**src/rtl/cnna_pkg.sv**
```systemverilog
// Shared constants and types for the CNN accelerator feature-map path.
package cnna_pkg;

    localparam int unsigned CNNA_ROW_W    = 15;
    localparam int unsigned CNNA_STRIDE_W = 5;
    localparam int unsigned CNNA_ADDR_W   = 16;

    typedef enum logic [1:0] {
        IDLE  = 2'd0,
        RUN   = 2'd1,
        DRAIN = 2'd2
    } addr_gen_state_t;

    typedef struct packed {
        logic [CNNA_ADDR_W-1:0]   base;
        logic [CNNA_ROW_W-1:0]    rows;
        logic [CNNA_STRIDE_W-1:0] stride;
    } fm_desc_t;

endpackage

```
**src/rtl/cnna_addr_row_mul.sv**
```systemverilog
// Unsigned row * stride multiplier, truncated to the address width.
// Purely combinational; the caller registers the product.
module cnna_addr_row_mul #(
    parameter int unsigned ROW_W    = 15,
    parameter int unsigned STRIDE_W = 5,
    parameter int unsigned ADDR_W   = 16
) (
    input  logic [ROW_W-1:0]    row,
    input  logic [STRIDE_W-1:0] stride,
    output logic [ADDR_W-1:0]   prod
);

    // Multiplying at ADDR_W width yields the product modulo 2^ADDR_W directly.
    assign prod = ADDR_W'(row) * ADDR_W'(stride);

endmodule

```
**src/rtl/cnna_fm_addr_gen.sv**
```systemverilog
// Feature-map address generator: walks one tile row-major and streams
// base + row*stride + col through a two-stage stallable pipeline.
module cnna_fm_addr_gen
    import cnna_pkg::*;
#(
    parameter int unsigned ROW_W    = CNNA_ROW_W,
    parameter int unsigned STRIDE_W = CNNA_STRIDE_W,
    parameter int unsigned ADDR_W   = CNNA_ADDR_W
) (
    input  logic                ap_clk,
    input  logic                ap_rst,
    input  logic                cfg_valid,
    output logic                cfg_ready,
    input  logic [ADDR_W-1:0]   cfg_base,
    input  logic [ROW_W-1:0]    cfg_rows,
    input  logic [STRIDE_W-1:0] cfg_stride,
    output logic                addr_valid,
    input  logic                addr_ready,
    output logic [ADDR_W-1:0]   addr_data,
    output logic                addr_last,
    output logic                done
);

    addr_gen_state_t       state_q;
    fm_desc_t              desc_q;
    logic [ROW_W-1:0]      r_q;
    logic [STRIDE_W-1:0]   c_q;
    logic                  s1_valid_q;
    logic                  s1_last_q;
    logic [ADDR_W-1:0]     s1_p_q;
    logic [STRIDE_W-1:0]   s1_c_q;

    logic                  en;
    logic                  inject;
    logic                  c_wrap;
    logic                  is_last;
    logic [ADDR_W-1:0]     row_off;

    always_comb begin
        en      = !addr_valid | addr_ready;
        inject  = (state_q == RUN) & en;
        c_wrap  = (c_q == desc_q.stride - STRIDE_W'(1));
        is_last = (r_q == desc_q.rows - ROW_W'(1)) & c_wrap;
    end

    assign cfg_ready = (state_q == IDLE);

    cnna_addr_row_mul #(
        .ROW_W    (ROW_W),
        .STRIDE_W (STRIDE_W),
        .ADDR_W   (ADDR_W)
    ) u_row_mul (
        .row    (r_q),
        .stride (desc_q.stride),
        .prod   (row_off)
    );

    always_ff @(posedge ap_clk) begin
        if (ap_rst) begin
            state_q    <= IDLE;
            desc_q     <= '0;
            r_q        <= '0;
            c_q        <= '0;
            s1_valid_q <= 1'b0;
            s1_last_q  <= 1'b0;
            s1_p_q     <= '0;
            s1_c_q     <= '0;
            addr_valid <= 1'b0;
            addr_last  <= 1'b0;
            addr_data  <= '0;
            done       <= 1'b0;
        end else begin
            done <= 1'b0;
            unique case (state_q)
                IDLE: begin
                    if (cfg_valid) begin
                        desc_q <= '{base: cfg_base, rows: cfg_rows, stride: cfg_stride};
                        r_q    <= '0;
                        c_q    <= '0;
                        // Empty tile: skip RUN, DRAIN only exists to hold the done cycle.
                        if (cfg_rows == '0 || cfg_stride == '0) begin
                            state_q <= DRAIN;
                            done    <= 1'b1;
                        end else begin
                            state_q <= RUN;
                        end
                    end
                end
                RUN: begin
                    if (en) begin
                        if (c_wrap) begin
                            c_q <= '0;
                            r_q <= r_q + ROW_W'(1);
                        end else begin
                            c_q <= c_q + STRIDE_W'(1);
                        end
                        if (is_last) state_q <= DRAIN;
                    end
                end
                DRAIN: begin
                    // Leave only after done has been visible for one cycle.
                    if (done) begin
                        state_q <= IDLE;
                    end else if (addr_valid & addr_ready & addr_last) begin
                        done <= 1'b1;
                    end
                end
                default: state_q <= IDLE;
            endcase

            if (en) begin
                s1_valid_q <= inject;
                s1_last_q  <= inject & is_last;
                s1_p_q     <= row_off;
                s1_c_q     <= c_q;
                addr_valid <= s1_valid_q;
                addr_last  <= s1_last_q;
                if (s1_valid_q) addr_data <= desc_q.base + s1_p_q + ADDR_W'(s1_c_q);
            end
        end
    end

endmodule
```
**config.mk**
```make
export PLATFORM = sky130hd
export DESIGN_NAME = cnna_fm_addr_gen
export DESIGN_NICKNAME = d
export VERILOG_FILES = /design/src/rtl/cnna_pkg.sv /design/src/rtl/cnna_addr_row_mul.sv /design/src/rtl/cnna_fm_addr_gen.sv
export SDC_FILE = /design/constraint.sdc
export NUM_CORES = 1
export LEC_CHECK = 0
export CORE_MARGIN = 1
export CORE_UTILIZATION = 43
export CTS_CLUSTER_SIZE = 14
export DETAILED_ROUTE_END_ITERATION = 10
export GPL_ROUTABILITY_DRIVEN = 0
export GPL_TIMING_DRIVEN = 0
export MAX_ROUTING_LAYER = met4
export SYNTH_ARGS = -nofsm -noshare
export SYNTH_HDL_FRONTEND = slang
export SYNTH_SLANG_ARGS = --single-unit
```
**constraint.sdc**
```tcl
create_clock -name ap_clk -period 5.5 [get_ports ap_clk]
set_input_delay 1.1 -clock ap_clk [delete_from_list [all_inputs] [get_ports ap_clk]]
set_output_delay 1.1 -clock ap_clk [all_outputs]
set_load 0.1 [all_outputs]
```
==> impl_metrics.toml, run 1 <==
[run_status]
outcome = "finished, final reports clean"

[clock_tree]
ctsHoldBuffers = 0
cts_buffers = 9
cts-root-buf = "clkbuf_16"
cts_setup_buffers = 0
htreeDepth = 3
clk_latency_ns = 0.35
cts.sinks = 100
clk_pin_slew_ns = 0.08
cts_tree = "yes"
post_cts_resize_count = 0
cts_max_path_buffers = 2

[final_layout]
finalNonFillerCells = 1200
layout_commonest_cell = "nand2_1"
drive_gt1_share_pct = 3.27
nFillCells = 1642
diodes = 0
synthToLayoutAreaGrowth_pct = 16.6
fin_area_um2 = 8430
nets = 1102
layout_common_cells = "164 x nand2_1, 100 x dfxtp_1, 81 x a21oi_1"

[power]
cellPowerDensity_nw_per_um2 = 213
clockPowerShare_pct = 40.7
swShare_pct = 28.8
p_comb_share_pct = 16.4
peakVddDrop_mv = 0.179
power_switching_mw = 0.518
leakagePower_nw = 3.42
internal_power_mw = 1.28
p_seq_share_pct = 42.9

[worst_setup_path]
crit_path_end_kind = "flop"
critical_path_arrival_ns = 4.89
crit_required_ns = 5.73
worstSetupPathType = "flop to flop"
crit_path_start_kind = "flop"
critical_path.max_fanout = 10

[synth]
synth_edf_count = 0
synth-seq-cells = 100
synth_seq_area_share_pct = 27.7
async_flop_share_pct = 0
syn_avg_cell_area_um2 = 7.98
synth_fp_nets = 1033
synthesis.yosys.warnings = 0
synth_cells = 906
syn_area_um2 = 7230
synth_cell_types = 57
synthFlopType = "dfxtp_1"

[sta]
drv_slew = 0
fin_crit_sh_pct = 84.7
clock_skew_ns = 0.00975
rsz0062_at_grt = "false"
worstMarginPinSlew_ns = 0.974
max_freq_ghz = 0.215
tns_ns = 0
hold_violations = 0
max_slew_margin_pct = 34.8
fin_crit_ns = 4.66
hold_slack_ns = 0.454
finalSetupViolations = 0

[run]
max-cap-violations = 0

[grt]
antenna_found_initial = 0
grt_pass1_wl_um = 30500
overflow = 0
grt_max_degree = 19
grt_pass1_vias = 6099
track_usage_pct = 22.8

[floorplan]
die_h_um = 132
num_io_pins = 60
die_w_um = 132
rows = 47
coreArea_um2 = 16500
start_util_pct = 43.8
die_area_um2 = 17300

[routing]
vias = 6315
first_pass_iters = 5
drc_errors = 0
wirelength_um = 18500
detail_route.vias_per_cell = 5.26
drtIter0Drc = 248
antenna_left = 0
post_drt_wl_per_cell_um = 15.4

[placement]
io_buffers = 58
hpwl_um = 14500
dp_cells = 1184
place_area_um2 = 8090

[hold_path]
min_path_type = "flop to flop"
kinds of logic (layout without fill, tap and decap cells):
| kind of cell | Yosys count | after routing | share of synthesized area, % |
|---|---|---|---|
| mux | 9 | 9 | 1.25 |
| buf+inv | 120 | 194 | 6.28 |
| xor+xnor | 59 | 59 | 7.15 |
| flops | 100 | 100 | 27.7 |
| fa+ha+maj | 87 | 87 | 19.3 |
| simple gates | 366 | 366 | 24.4 |
| compound gates | 165 | 165 | 13.9 |
cell type report:
class | instances | area [um2] | area share [%]
timing repair buffer | 58 | 581 | 6.89
clock inverter | 6 | 105 | 1.25
clock buffer | 10 | 239 | 2.83
sequential | 100 | 2000 | 23.7
tap | 220 | 275 | 3.26
inverter | 70 | 263 | 3.12
multi-input combinational | 686 | 4780 | 56.6
buffer | 50 | 191 | 2.27
synth_stat cells, drive strengths merged, types with 6 or more instances:
master | instances | area (um2)
o211ai | 6 | 45.0
nor2b | 6 | 37.5
buf | 9 | 37.5
a21o | 8 | 60.1
nand3 | 27 | 140
clkbuf | 41 | 154
nor4 | 10 | 77.6
nor2 | 51 | 191
xnor2 | 41 | 359
a21oi | 81 | 405
xor2 | 18 | 158
mux2i | 9 | 90.1
nand2b | 7 | 43.8
dfxtp | 100 | 2000
and2 | 46 | 288
a211oi | 10 | 80.1
fa | 41 | 821
o21ai | 29 | 149
ha | 46 | 576
nor3 | 14 | 75.1
and3 | 6 | 37.5
nand2 | 164 | 616
inv | 70 | 263
nand4 | 13 | 87.6
or4 | 9 | 71.3
per-stage QoR:
step,power [mW],util [%],worst slack [ns]
after floorplan,0.988,-,1.51
after global placement,1.08,48.9,0.822
after detailed placement,1.09,48.9,0.809
after CTS,1.82,51.0,0.781
after global routing,1.88,51.0,0.561
final,1.80,51.0,0.840
final timing paths:
kind	from	end	slack, ns	cells after the start
min reg2reg	addr_data[12]	addr_data[12]	0.45	2
max reg2reg	desc_q[2]	s1_p_q[15]	0.84	14
min	addr_data[12]	addr_data[12]	0.45	2
max	desc_q[2]	s1_p_q[15]	0.84	14
per-layer routing:
layer  vias up  track usage, %  routed length [um]
met5         -               -                   0
met4         0            9.56                 635
met3        30            2.55                 743
met2       148            37.5                8690
met1      2964            28.5                8470
li1       3173               -                   -
state kept, by name, summed over array words and instances, names as in the netlist:
signal and count:
desc_q 36, addr_data 16, s1_p_q 16, r_q 15
c_q 5, s1_c_q 5, state_q 2, addr_last 1
addr_valid 1, done 1, s1_last_q 1, s1_valid_q 1
worst max-delay path: stages, from the launching register on:
cell	delay, ns
dfxtp_1	0.31
clkbuf_1	0.34
clkbuf_1	0.38
nand2_1	0.14
fa_1	0.50
fa_1	0.52
fa_1	0.54
inv_1	0.04
ha_1	0.33
o21ai_0	0.15
o21a_1	0.22
o31ai_1	0.50
a211oi_1	0.18
xnor2_1	0.27
a21oi_1	0.10
power by group through the flow:
| stage | Sequential [mW] | Combinational (mW) | Clock, mW |
|---|---|---|---|
| 4_1_cts | 0.772 | 0.299 | 0.749 |
| 6_report | 0.772 | 0.295 | 0.732 |
| 5_1_grt | 0.776 | 0.327 | 0.773 |
| 3_3_place_gp | 0.789 | 0.294 | 0 |
| 3_5_place_dp | 0.789 | 0.297 | 0 |
| 2_1_floorplan | 0.809 | 0.179 | 0 |
No activity file was read; power rests on OpenSTA's default activity.
==> inputs of run 2 (changes only) <==
==> constraint.sdc (replaced) <==
create_clock -name ap_clk -period 4 [get_ports ap_clk]
set_input_delay 0.8 -clock ap_clk [delete_from_list [all_inputs] [get_ports ap_clk]]
set_output_delay 0.8 -clock ap_clk [all_outputs]
set_load 0.1 [all_outputs]
==> impl_metrics.toml, run 2 (synthesis results as in run 1) <==
[run_status]
outcome = "finished, final reports clean"

[power]
cellPowerDensity_nw_per_um2 = 289
fin_total_pwr_mw = 2.48
leakagePower_nw = 3.45
peakVddDrop_mv = 0.245

[routing]
post_drt_wl_per_cell_um = 15.7
detail_route.vias_per_cell = 5.30
drtIter0Drc = 279
antenna_left = 0
drc_errors = 0
first_pass_iters = 4
vias = 6328
wirelength_um = 18700

[sta]
worstMarginPinSlew_ns = 0.975
hold_slack_ns = 0.454
max_freq_ghz = 0.259
hold_violations = 0
fin_crit_ns = 3.86
fin_crit_sh_pct = 96.6
clock_skew_ns = 0.0101
drv_slew = 0
finalSetupViolations = 0
max_slew_margin_pct = 34.8

[clock_tree]
htreeDepth = 3
ctsHoldBuffers = 0
cts_max_path_buffers = 2
cts_tree = "yes"
clk_latency_ns = 0.36
clk_pin_slew_ns = 0.08
cts_buffers = 9
cts-root-buf = "clkbuf_16"
cts.sinks = 100

[floorplan]
die_h_um = 132
coreArea_um2 = 16500
start_util_pct = 43.8
die_w_um = 132
rows = 47
num_io_pins = 60
die_area_um2 = 17300

[final_layout]
layout_common_cells = "164 x nand2_1, 90 x dfxtp_1, 80 x a21oi_1"
nFillCells = 1616
post-route-util_pct = 51.9
synthToLayoutAreaGrowth_pct = 18.6
drive_gt1_share_pct = 6.47
largest_register = "desc_q"
multi_input_area_um2 = 4870
final-seq-area_um2 = 2020
top_regs = "desc_q: 36 flops, addr_data: 16 flops, s1_p_q: 16 flops"
diodes = 0
largest_register_ffs = 36
layout_commonest_cell = "nand2_1"
nets = 1096

[worst_setup_path]
path_common_cell = "fa_1"
crit_path_start_kind = "flop"
crit_path_top_delay_cell = "fa_1"
cp_cell_sequence = "clkbuf_1, nand2_1, fa_1, fa_1, fa_1, inv_1, ha_1, o21ai_0, o21ai_0, a211oi_2, xnor2_1, a21oi_1"
crit_path_end_kind = "flop"
critical_path.max_fanout = 10
crit_required_ns = 4.23
critical_path_arrival_ns = 4.10
max_stage_delay_ns = 0.58
worstSetupPathType = "flop to flop"

[grt]
grt_pass1_wl_um = 30800
grt_pass1_vias = 6153
antenna_found_initial = 0
grt_max_degree = 19
overflow = 0
track_usage_pct = 23.0

[hold_path]
min_path_type = "flop to flop"

[run]
max-cap-violations = 0

[placement]
io_buffers = 58
hpwl_um = 14500
## run 2: changes by cell type in the layout (fill, tap and decap cells not counted), moves of 4 or more
cell	before	now
clkbuf_1	41	27
dfxtp_1	100	90
dfxtp_2	0	6
o21ai_0	26	21
clkbuf_8	1	5
dfxtp_4	0	4
ha_1	46	42
## run 2: final cells by class
type                    count  area share, %
plain buffers              41           2.38
clock buffers              10           2.79
clock inverters             6           1.23
inverters                  70           3.06
multi-input cells         686           56.7
flip-flops and latches    100           23.6
well taps                 220           3.21
repair buffers             61           7.03
## run 2: metrics by stage
step | setup TNS (ns) | cell area [um2] | setup WS, ns | cells
4_1_cts | 0 | 8510 | 0.00819 | 1192
5_1_grt | -0.0391 | 8580 | -0.0391 | 1194
3_3_place_gp | -3.58 | 8090 | -0.678 | 1184
6_report | 0 | 8580 | 0.135 | 1194
3_5_place_dp | -3.76 | 8090 | -0.691 | 1184
2_1_floorplan | 0 | 7230 | 0.0121 | 906
## run 2: repair_timing
item | CTS | global route
setup buffers | 1 | 2
setup endpoints to repair | 9 | 6
pin swaps | 3 | 11
resized for setup | 36 | 12
## run 2: final timing paths
kind,from,endpoint,slack [ns],cells after the start
worst max register to register,r_q[12],s1_p_q[15],0.14,12
worst min-delay path,addr_data[12],addr_data[12],0.45,2
worst min register to register,addr_data[12],addr_data[12],0.45,2
worst max-delay path,r_q[12],s1_p_q[15],0.14,12
## run 2: power by group
part	internal, mW	switching [mW]	leakage (nW)
logic	0.162	0.250	2.47
registers	1.03	0.0346	0.819
clock network	0.579	0.430	0.168
total	1.77	0.714	3.45
## run 2: critical path, delay by kind of cell, from the launching register on
family                     cells  cell delay, ns
and+or+nand+nor                1            0.14
DFF                            1            0.31
buffers and inverters          2            0.54
xor gates and xnor gates       1            0.25
adders and majority gates      4            1.97
AOI/OAI and AO/OA              4            0.53
## run 2: layer usage
metal  share of wire, %  GRT usage [%]  vias to the layer above
met5                  0              -                        -
met4                3.1           9.04                        0
met3                4.0           2.51                       29
met2                 47           37.9                      146
met1                 46           28.8                     2975
li1                   -              -                     3178
